--- config.mk ---
export PLATFORM = sky130hd
export DESIGN_NAME = universal_shift_reg
export DESIGN_NICKNAME = d
export VERILOG_FILES = /design/src/rtl/universal_shift_reg.sv
export SDC_FILE = /design/constraint.sdc
export NUM_CORES = 1
export LEC_CHECK = 0
export BUFFER_PORTS_ARGS = -buffer_cell sky130_fd_sc_hd__buf_2
export CORE_UTILIZATION = 33
export CTS_BUF_LIST = sky130_fd_sc_hd__clkbuf_4
export DETAILED_ROUTE_END_ITERATION = 10
export MAX_ROUTING_LAYER = met4
export SKIP_LAST_GASP = 1
export SYNTH_ARGS = -nofsm -noshare
export SYNTH_HDL_FRONTEND = slang
export SYNTH_SLANG_ARGS = --single-unit
--- constraint.sdc ---
create_clock -name clk -period 1.4 [get_ports clk]
set_input_delay 0.14 -clock clk [delete_from_list [all_inputs] [get_ports clk]]
set_output_delay 0.14 -clock clk [all_outputs]
set_load 0.02 [all_outputs]
--- src/rtl/universal_shift_reg.sv ---
// Parametrised universal shift register: parallel load, logical/arithmetic shifts and
// rotates in both directions, one bit position per clock under a start/busy/done handshake.
module universal_shift_reg #(
    parameter int WIDTH = 4,
    parameter int AMT_W = 3
) (
    input  logic             clk,
    input  logic             clear_n,
    input  logic             start,
    input  logic [2:0]       mode,
    input  logic [AMT_W-1:0] amt,
    input  logic [WIDTH-1:0] d,
    input  logic             sin_l,
    input  logic             sin_r,
    output logic [WIDTH-1:0] q,
    output logic             sout_l,
    output logic             sout_r,
    output logic             busy,
    output logic             done
);

    typedef enum logic [2:0] {
        MODE_NOP  = 3'd0,
        MODE_LOAD = 3'd1,
        MODE_SHL  = 3'd2,
        MODE_SHR  = 3'd3,
        MODE_ROL  = 3'd4,
        MODE_ROR  = 3'd5,
        MODE_ASR  = 3'd6,
        MODE_RSVD = 3'd7
    } mode_e;

    typedef enum logic {
        ST_IDLE = 1'b0,
        ST_RUN  = 1'b1
    } state_e;

    state_e           r_state;
    mode_e            r_mode;
    logic [AMT_W-1:0] r_cnt;
    logic [WIDTH-1:0] r_q;
    logic             r_done;
    logic [WIDTH-1:0] w_step;
    mode_e            w_mode_in;
    logic             w_is_shift;

    assign w_mode_in  = mode_e'(mode);
    assign w_is_shift = (w_mode_in inside {MODE_SHL, MODE_SHR, MODE_ROL, MODE_ROR, MODE_ASR});

    // NOTE: assign a default before the case so no path leaves w_step unassigned (no latch).
    always_comb begin
        w_step = r_q;
        case (r_mode)
            MODE_SHL: w_step = {r_q[WIDTH-2:0], sin_r};
            MODE_SHR: w_step = {sin_l, r_q[WIDTH-1:1]};
            MODE_ROL: w_step = {r_q[WIDTH-2:0], r_q[WIDTH-1]};
            MODE_ROR: w_step = {r_q[0], r_q[WIDTH-1:1]};
            MODE_ASR: w_step = {r_q[WIDTH-1], r_q[WIDTH-1:1]};
            default:  w_step = r_q;
        endcase
    end

    // NOTE: sequential state uses non-blocking assignments only, so every register
    // samples pre-edge values regardless of statement order.
    always_ff @(posedge clk or negedge clear_n) begin
        if (!clear_n) begin
            r_state <= ST_IDLE;
            r_mode  <= MODE_NOP;
            r_cnt   <= '0;
            r_q     <= '0;
            r_done  <= 1'b0;
        end else begin
            r_done <= 1'b0;
            case (r_state)
                ST_IDLE: begin
                    if (start) begin
                        r_mode <= w_mode_in;
                        r_cnt  <= amt;
                        if (w_mode_in == MODE_LOAD) begin
                            r_q    <= d;
                            r_done <= 1'b1;
                        end else if (w_is_shift && (amt != '0)) begin
                            r_state <= ST_RUN;
                        end else begin
                            r_done <= 1'b1;
                        end
                    end
                end
                ST_RUN: begin
                    r_q   <= w_step;
                    r_cnt <= r_cnt - 1'b1;
                    if (r_cnt == AMT_W'(1)) begin
                        r_state <= ST_IDLE;
                        r_done  <= 1'b1;
                    end
                end
                default: r_state <= ST_IDLE;
            endcase
        end
    end

    assign q      = r_q;
    assign sout_l = r_q[WIDTH-1];
    assign sout_r = r_q[0];
    assign busy   = (r_state == ST_RUN);
    assign done   = r_done;

endmodule

; Word level (Yosys, flattened, before mapping)
; Index checks and enable logic that the tools add are counted.
[word_totals]
word_cells = 47
regBits = 12
input_bits = 15
[op_classes]
add_sub_neg = 1
muxes = 16
bitwise_logic = 1
reduce_logical = 6
eq_ne = 17
[op_table]
columns = op, count
row1 = one-hot mux 4 bit (5 select lines), 1
row2 = == test 3 bit (second input constant), 6
row3 = == test 3 x 2 -> 1 bit (second input constant), 4
row4 = two-way mux 1 bit, 8
row5 = two-way mux 4 bit, 2
row6 = one-hot mux 4 bit (2 select lines), 1
row7 = == test 3 x 1 -> 1 bit (second input constant), 2
row8 = != test 2 bit (second input constant), 3
row9 = != test 6 x 1 -> 1 bit (second input constant), 1
row10 = one-hot mux 3 bit (2 select lines), 1
row11 = != test 5 x 1 -> 1 bit (second input constant), 1
row12 = nonzero test 5 bit, 1
row13 = one-hot mux 1 bit (2 select lines), 2
row14 = AND reduction 4 bit, 1
row15 = two-way mux 3 bit, 1
row16 = AND reduction 3 bit, 1
row17 = nonzero test 3 bit, 1
row18 = subtractor 3 x 1 -> 3 bit (second input constant), 1
row19 = AND reduction 2 bit, 1
row20 = logical AND 1 bit, 1
row21 = NOT 1 bit, 1

; Depth between registers and ports, before layout
[logic_depth]
ltp_word = 7
mapped_depth = 6

; Worst setup path before layout
; Ideal clock, no wire load.
[synth_timing]
path_type = reg-to-reg
startpoint = register r_state (netlist: busy)
endpoint = register r_q[1] (netlist: q[1])
t_arrival_ns = 1.229
period_less_slack_ns = 1.364
path_buffers = 1
slack_ns = 0.036
path_stages_with_launch = 6
setup_ns = 0.135
cell_sequence = dfrtp_1 > buf_6 > inv_1 > a41o_2 > a221oi_1 > o22ai_1
[synth_via]
elab_chain_cells = 3
word_cells_on_any_way = 6
cone_classes = 3 x eq/ne / 1 x mux / 1 x bitwise / 1 x reduce/logical
[synth_rtl]
columns = element, line_no
row1 = from (decl), 38  ; state_e r_state;
row2 = from (signal assigned), 67  ; r_state <= ST_IDLE;
row3 = from (signal assigned), 83  ; r_state <= ST_RUN;
row4 = from (signal assigned), 93  ; r_state <= ST_IDLE;
row5 = NOT 1 bit (no line), --
row6 = != test 2 bit (no line), --
row7 = AND reduction 3 bit (no line), --
row8 = to (signal assigned), 90  ; r_q <= w_step;
row9 = to (decl), 41  ; logic [WIDTH-1:0] r_q;
; Several ways; a longest one is shown, not always the timed one.
; A chain may end at the register's enable or synchronous reset.

; Worst setup path in the final report
[layout_timing]
startpoint = register r_mode[1]
endpoint = register r_q[3] (netlist: q[3])
[layout_via]
elab_chain_cells = 3
word_cells_on_any_way = 10
cone_classes = 7 x eq/ne / 2 x mux / 1 x reduce/logical
[layout_rtl]
columns = element, line_no
row1 = from (decl), 39  ; mode_e r_mode;
row2 = from (signal assigned), 77  ; r_mode <= w_mode_in;
row3 = == test 3 bit or == test 3 x 2 -> 1 bit (tied branches), 53  ; case (r_mode)
row4 = one-hot mux 4 bit (5 select lines) (tied with other cells), 53
row5 = one-hot mux 4 bit (2 select lines) or AND reduction 4 bit (tied branches), --
; Several ways; a longest one is shown, not always the timed one.

==> results.tsv <==
metric	value	unit
starting utilization of the core area	35.0	%
Num CTS Buffers	3	
FMAX	733	MHz
via density per instance	5.37	
critical path startpoint category	flip-flop	
part of the power in the clock network	8.6	%
final routed DRC violation total	0	
detailed-router iteration count before antenna repair	5	
largest net degree at the start of global routing	14	
CTS tree	built	
worst slew pin tran	0.354	ns
Total Die Area	0.00286	mm^2
outcome	finished, final reports clean	
synthesized instance count	88	
static leakage power	0.531	nW
Die Wd	53.5	um
largest delay contributor family on the critical path	flip-flops	
global-route wire length before repair	3.28	mm
final count of hold timing violations	0	
ant diodes	0	
CP Class	reg -> reg	
number of antenna violations at the first check in global routing	0	
worst hold path endpoint	q[0]	
Sw Pwr	1.18	mW
register-to-register setup slack	0.04	ns
total negative slack for setup checks	0	ns
Max Cap Viol	0	
area of the multi-input gates	472	um^2
Reg clk slew, reported paths	0.08	ns
Skew-Pair Late Insertion Delay	0.27	ns
1st-iter DRT viols	16	
Max Buffers Root-to-Sink	2	
endpoint of the worst register-to-register path	q[3]	
count of H-tree levels built during CTS	1	
post-synthesis to final-layout area growth	23.1	%
shortest clock period the worst path allows after layout	1.36	ns
most frequent standard cell in the layout excluding fill and tap cells	sky130_fd_sc_hd__buf_2	
Die Y-Extent	53.5	um
worst rel slew slack	76.3	%
filler-free cell count of the finished design	150	
required time worst endpoint	1.60	ns
vias in the first global route	758	
power density over the cells	2410	mW/mm^2
Post-Route Hold Slack	0.131	ns
number of pins with negative max-slew slack in the final report	0	
sequential share of power	28.8	%
Crit path depth	4	
utilization after layout	43.1	%
clk root buf	sky130_fd_sc_hd__clkbuf_4	
worst ir drop on vdd	1.07	mV
delay of the slowest critical-path stage	0.47	ns
final worst clock skew	0.00185	ns
final critical-path share of the clock period	97.4	%
placed instance count	144	
gpl congestion	0.950	
Crit path arrival time	1.56	ns
number of rows created at floorplan	18	
peak fanout along the critical path	8	
cell type of the slowest stage on the worst timing path	sky130_fd_sc_hd__dfrtp_2	
proportion of layout cells with a drive suffix above 1	41.7	%
input/output buffers	22	
filler instances	247	
part of the Yosys area used for sequential elements	34.3	%
final setup violation count	0	
worst min-delay path class	in -> reg	
Detail Placement HPWL	1.65	mm
cell count of the worst reg-to-reg path	4	
Min-Delay Path Depth	3	
internal power	1.42	mW
cell breakdown of the critical path	clkbuf_2 -> buf_4 -> or3_1 -> a31oi_1	
number of distinct library cells after synthesis	36	
Crit path buffers/inverters	2	
io pins	23	
Syn Area/Cell	9.95	um^2
critical path capture point type	flip-flop	
net switching fraction of the power	45.5	%
post-detailed-route wirelength per cell	14.2	um
total number of yosys warnings	0	
Synth Cell Area	876	um^2
launch point of the worst hold path	d[0]	
Global Route Usage Sum	16.7	%
area of all sequential standard cells	302	um^2
share of total power in combinational logic	62.6	%
highest-count cells in the layout ignoring fill and taps	sky130_fd_sc_hd__buf_2, sky130_fd_sc_hd__buf_4, sky130_fd_sc_hd__dfrtp_1, sky130_fd_sc_hd__inv_1	
grt ovf	0	
antenna violation net count after detailed routing	0	
Mapped Nets	105	
total core area	0.00250	mm^2
setup repair after global routing missed its margin	true	
reg2reg start	r_mode[1]	
TritonCTS Sinks	12	
final net count	138	
total number of vias	805	
total routed wirelength	2.13	mm
number of register bits inferred by synthesis	12	
state kept, by name, indices dropped and copies added, names as in the netlist:
signal,flops
r_mode,3
q,4
r_cnt,3
done,1
busy,1
cells by family (layout without fill, tap and decap cells):
logic type / Yosys count / count (layout) / share of synthesized area (%)
AO/OA/AOI/OAI: 29 / 29 / 25.7
XOR/XNOR: 3 / 3 / 3.00
AND/OR/NAND/NOR: 18 / 18 / 11.4
buffers and inverters: 15 / 47 / 12.0
flip-flops: 12 / 12 / 34.3
adder cells (fa/ha/maj): 2 / 2 / 2.86
multiplexers: 9 / 9 / 10.7
metal layers:
metal / global-route usage, % / part of all wire (%) / vias to the layer above
li1: - / - / 387
met1: 19.0 / 43 / 382
met2: 27.7 / 50 / 28
met3: 3.16 / 4.5 / 8
met4: 8.77 / 2.4 / 0
met5: - / 0 / -
tightest hold or removal path, delay by kind of cell:
| kind | cells | cell delay (ns) |
|---|---|---|
| simple gates | 1 | 0.06 |
| compound gates | 1 | 0.08 |
| buf+inv | 1 | 0.10 |
cell usage after synthesis:
cell,instances,share of area [%]
sky130_fd_sc_hd__a21boi_0,1,0.86
sky130_fd_sc_hd__o2111ai_1,1,1.0
sky130_fd_sc_hd__and2b_1,1,0.86
sky130_fd_sc_hd__buf_6,3,3.9
sky130_fd_sc_hd__a21oi_1,3,1.7
sky130_fd_sc_hd__ha_1,2,2.9
sky130_fd_sc_hd__nor3b_2,1,1.4
sky130_fd_sc_hd__o22ai_1,3,2.1
sky130_fd_sc_hd__mux2i_1,6,6.9
sky130_fd_sc_hd__mux2_2,3,3.9
sky130_fd_sc_hd__nor3_1,2,1.1
sky130_fd_sc_hd__xor2_1,2,2.0
sky130_fd_sc_hd__o211a_1,1,1.1
sky130_fd_sc_hd__o211ai_1,1,0.86
sky130_fd_sc_hd__nand2b_1,1,0.71
sky130_fd_sc_hd__a41o_2,2,2.6
sky130_fd_sc_hd__a22oi_1,1,0.86
sky130_fd_sc_hd__nand2_1,5,2.1
sky130_fd_sc_hd__and3b_2,1,1.1
sky130_fd_sc_hd__dfrtp_1,12,34
sky130_fd_sc_hd__o2bb2ai_4,1,3.1
sky130_fd_sc_hd__a22o_1,1,1.0
sky130_fd_sc_hd__o21ai_1,1,0.57
sky130_fd_sc_hd__or3_1,1,0.71
sky130_fd_sc_hd__o21ai_0,6,3.4
sky130_fd_sc_hd__a21o_2,1,1.0
sky130_fd_sc_hd__xnor2_1,1,1.0
sky130_fd_sc_hd__nor2_1,4,1.7
sky130_fd_sc_hd__buf_4,4,3.4
sky130_fd_sc_hd__and3_1,1,0.71
sky130_fd_sc_hd__and3_2,1,0.86
sky130_fd_sc_hd__a31oi_1,2,1.4
sky130_fd_sc_hd__a311oi_1,2,2.0
sky130_fd_sc_hd__buf_8,1,1.7
sky130_fd_sc_hd__inv_1,7,3.0
sky130_fd_sc_hd__a221oi_1,2,2.0
how the worst max path moves through the flow:
stage	from	to	slack, ns
6_report	r_mode[1]	q[3]	0.04
5_1_grt	r_mode[1]	q[3]	-0.02
4_1_cts	r_mode[1]	q[1]	0.006
3_5_place_dp	r_mode[1]	q[2]	-0.06
3_3_place_gp	r_mode[1]	q[1]	-0.01
2_1_floorplan	busy	q[1]	0.04
metrics by stage:
stage	total power, mW	setup WS (ns)	cell area [um^2]
finish	2.60	0.0366	1080
CTS	2.59	0.00617	1070
floorplan	1.94	0.0358	876
global route	2.81	-0.0171	1080
global placement	2.30	-0.0129	1030
detailed placement	2.36	-0.0625	1030
power by group through the flow:
stage          registers, mW  logic, mW  clock network, mW
3_5_place_dp           0.768       1.59                  0
2_1_floorplan          0.766       1.17                  0
3_3_place_gp           0.762       1.54                  0
5_1_grt                0.783       1.78              0.248
4_1_cts                0.764       1.60              0.229
6_report               0.748       1.63              0.224
what timing repair did:
action | in CTS | in global routing
buffers inserted | 0 | 1
endpoints found under the setup margin | 3 | 3
hold endpoints to repair | 12 | 0
gates resized for setup | 1 | 1
hold buffers | 1 | 0
layout make-up:
cell class	instances	area share, %
Clock buffer	3	2.09
Tap cell	30	3.48
Multi-Input combinational cell	61	43.7
Inverter	7	2.44
Sequential cell	12	28.0
Timing Repair Buffer	36	20.0
Clock inverter	1	0.348
(Power assumes the default switching activity.)
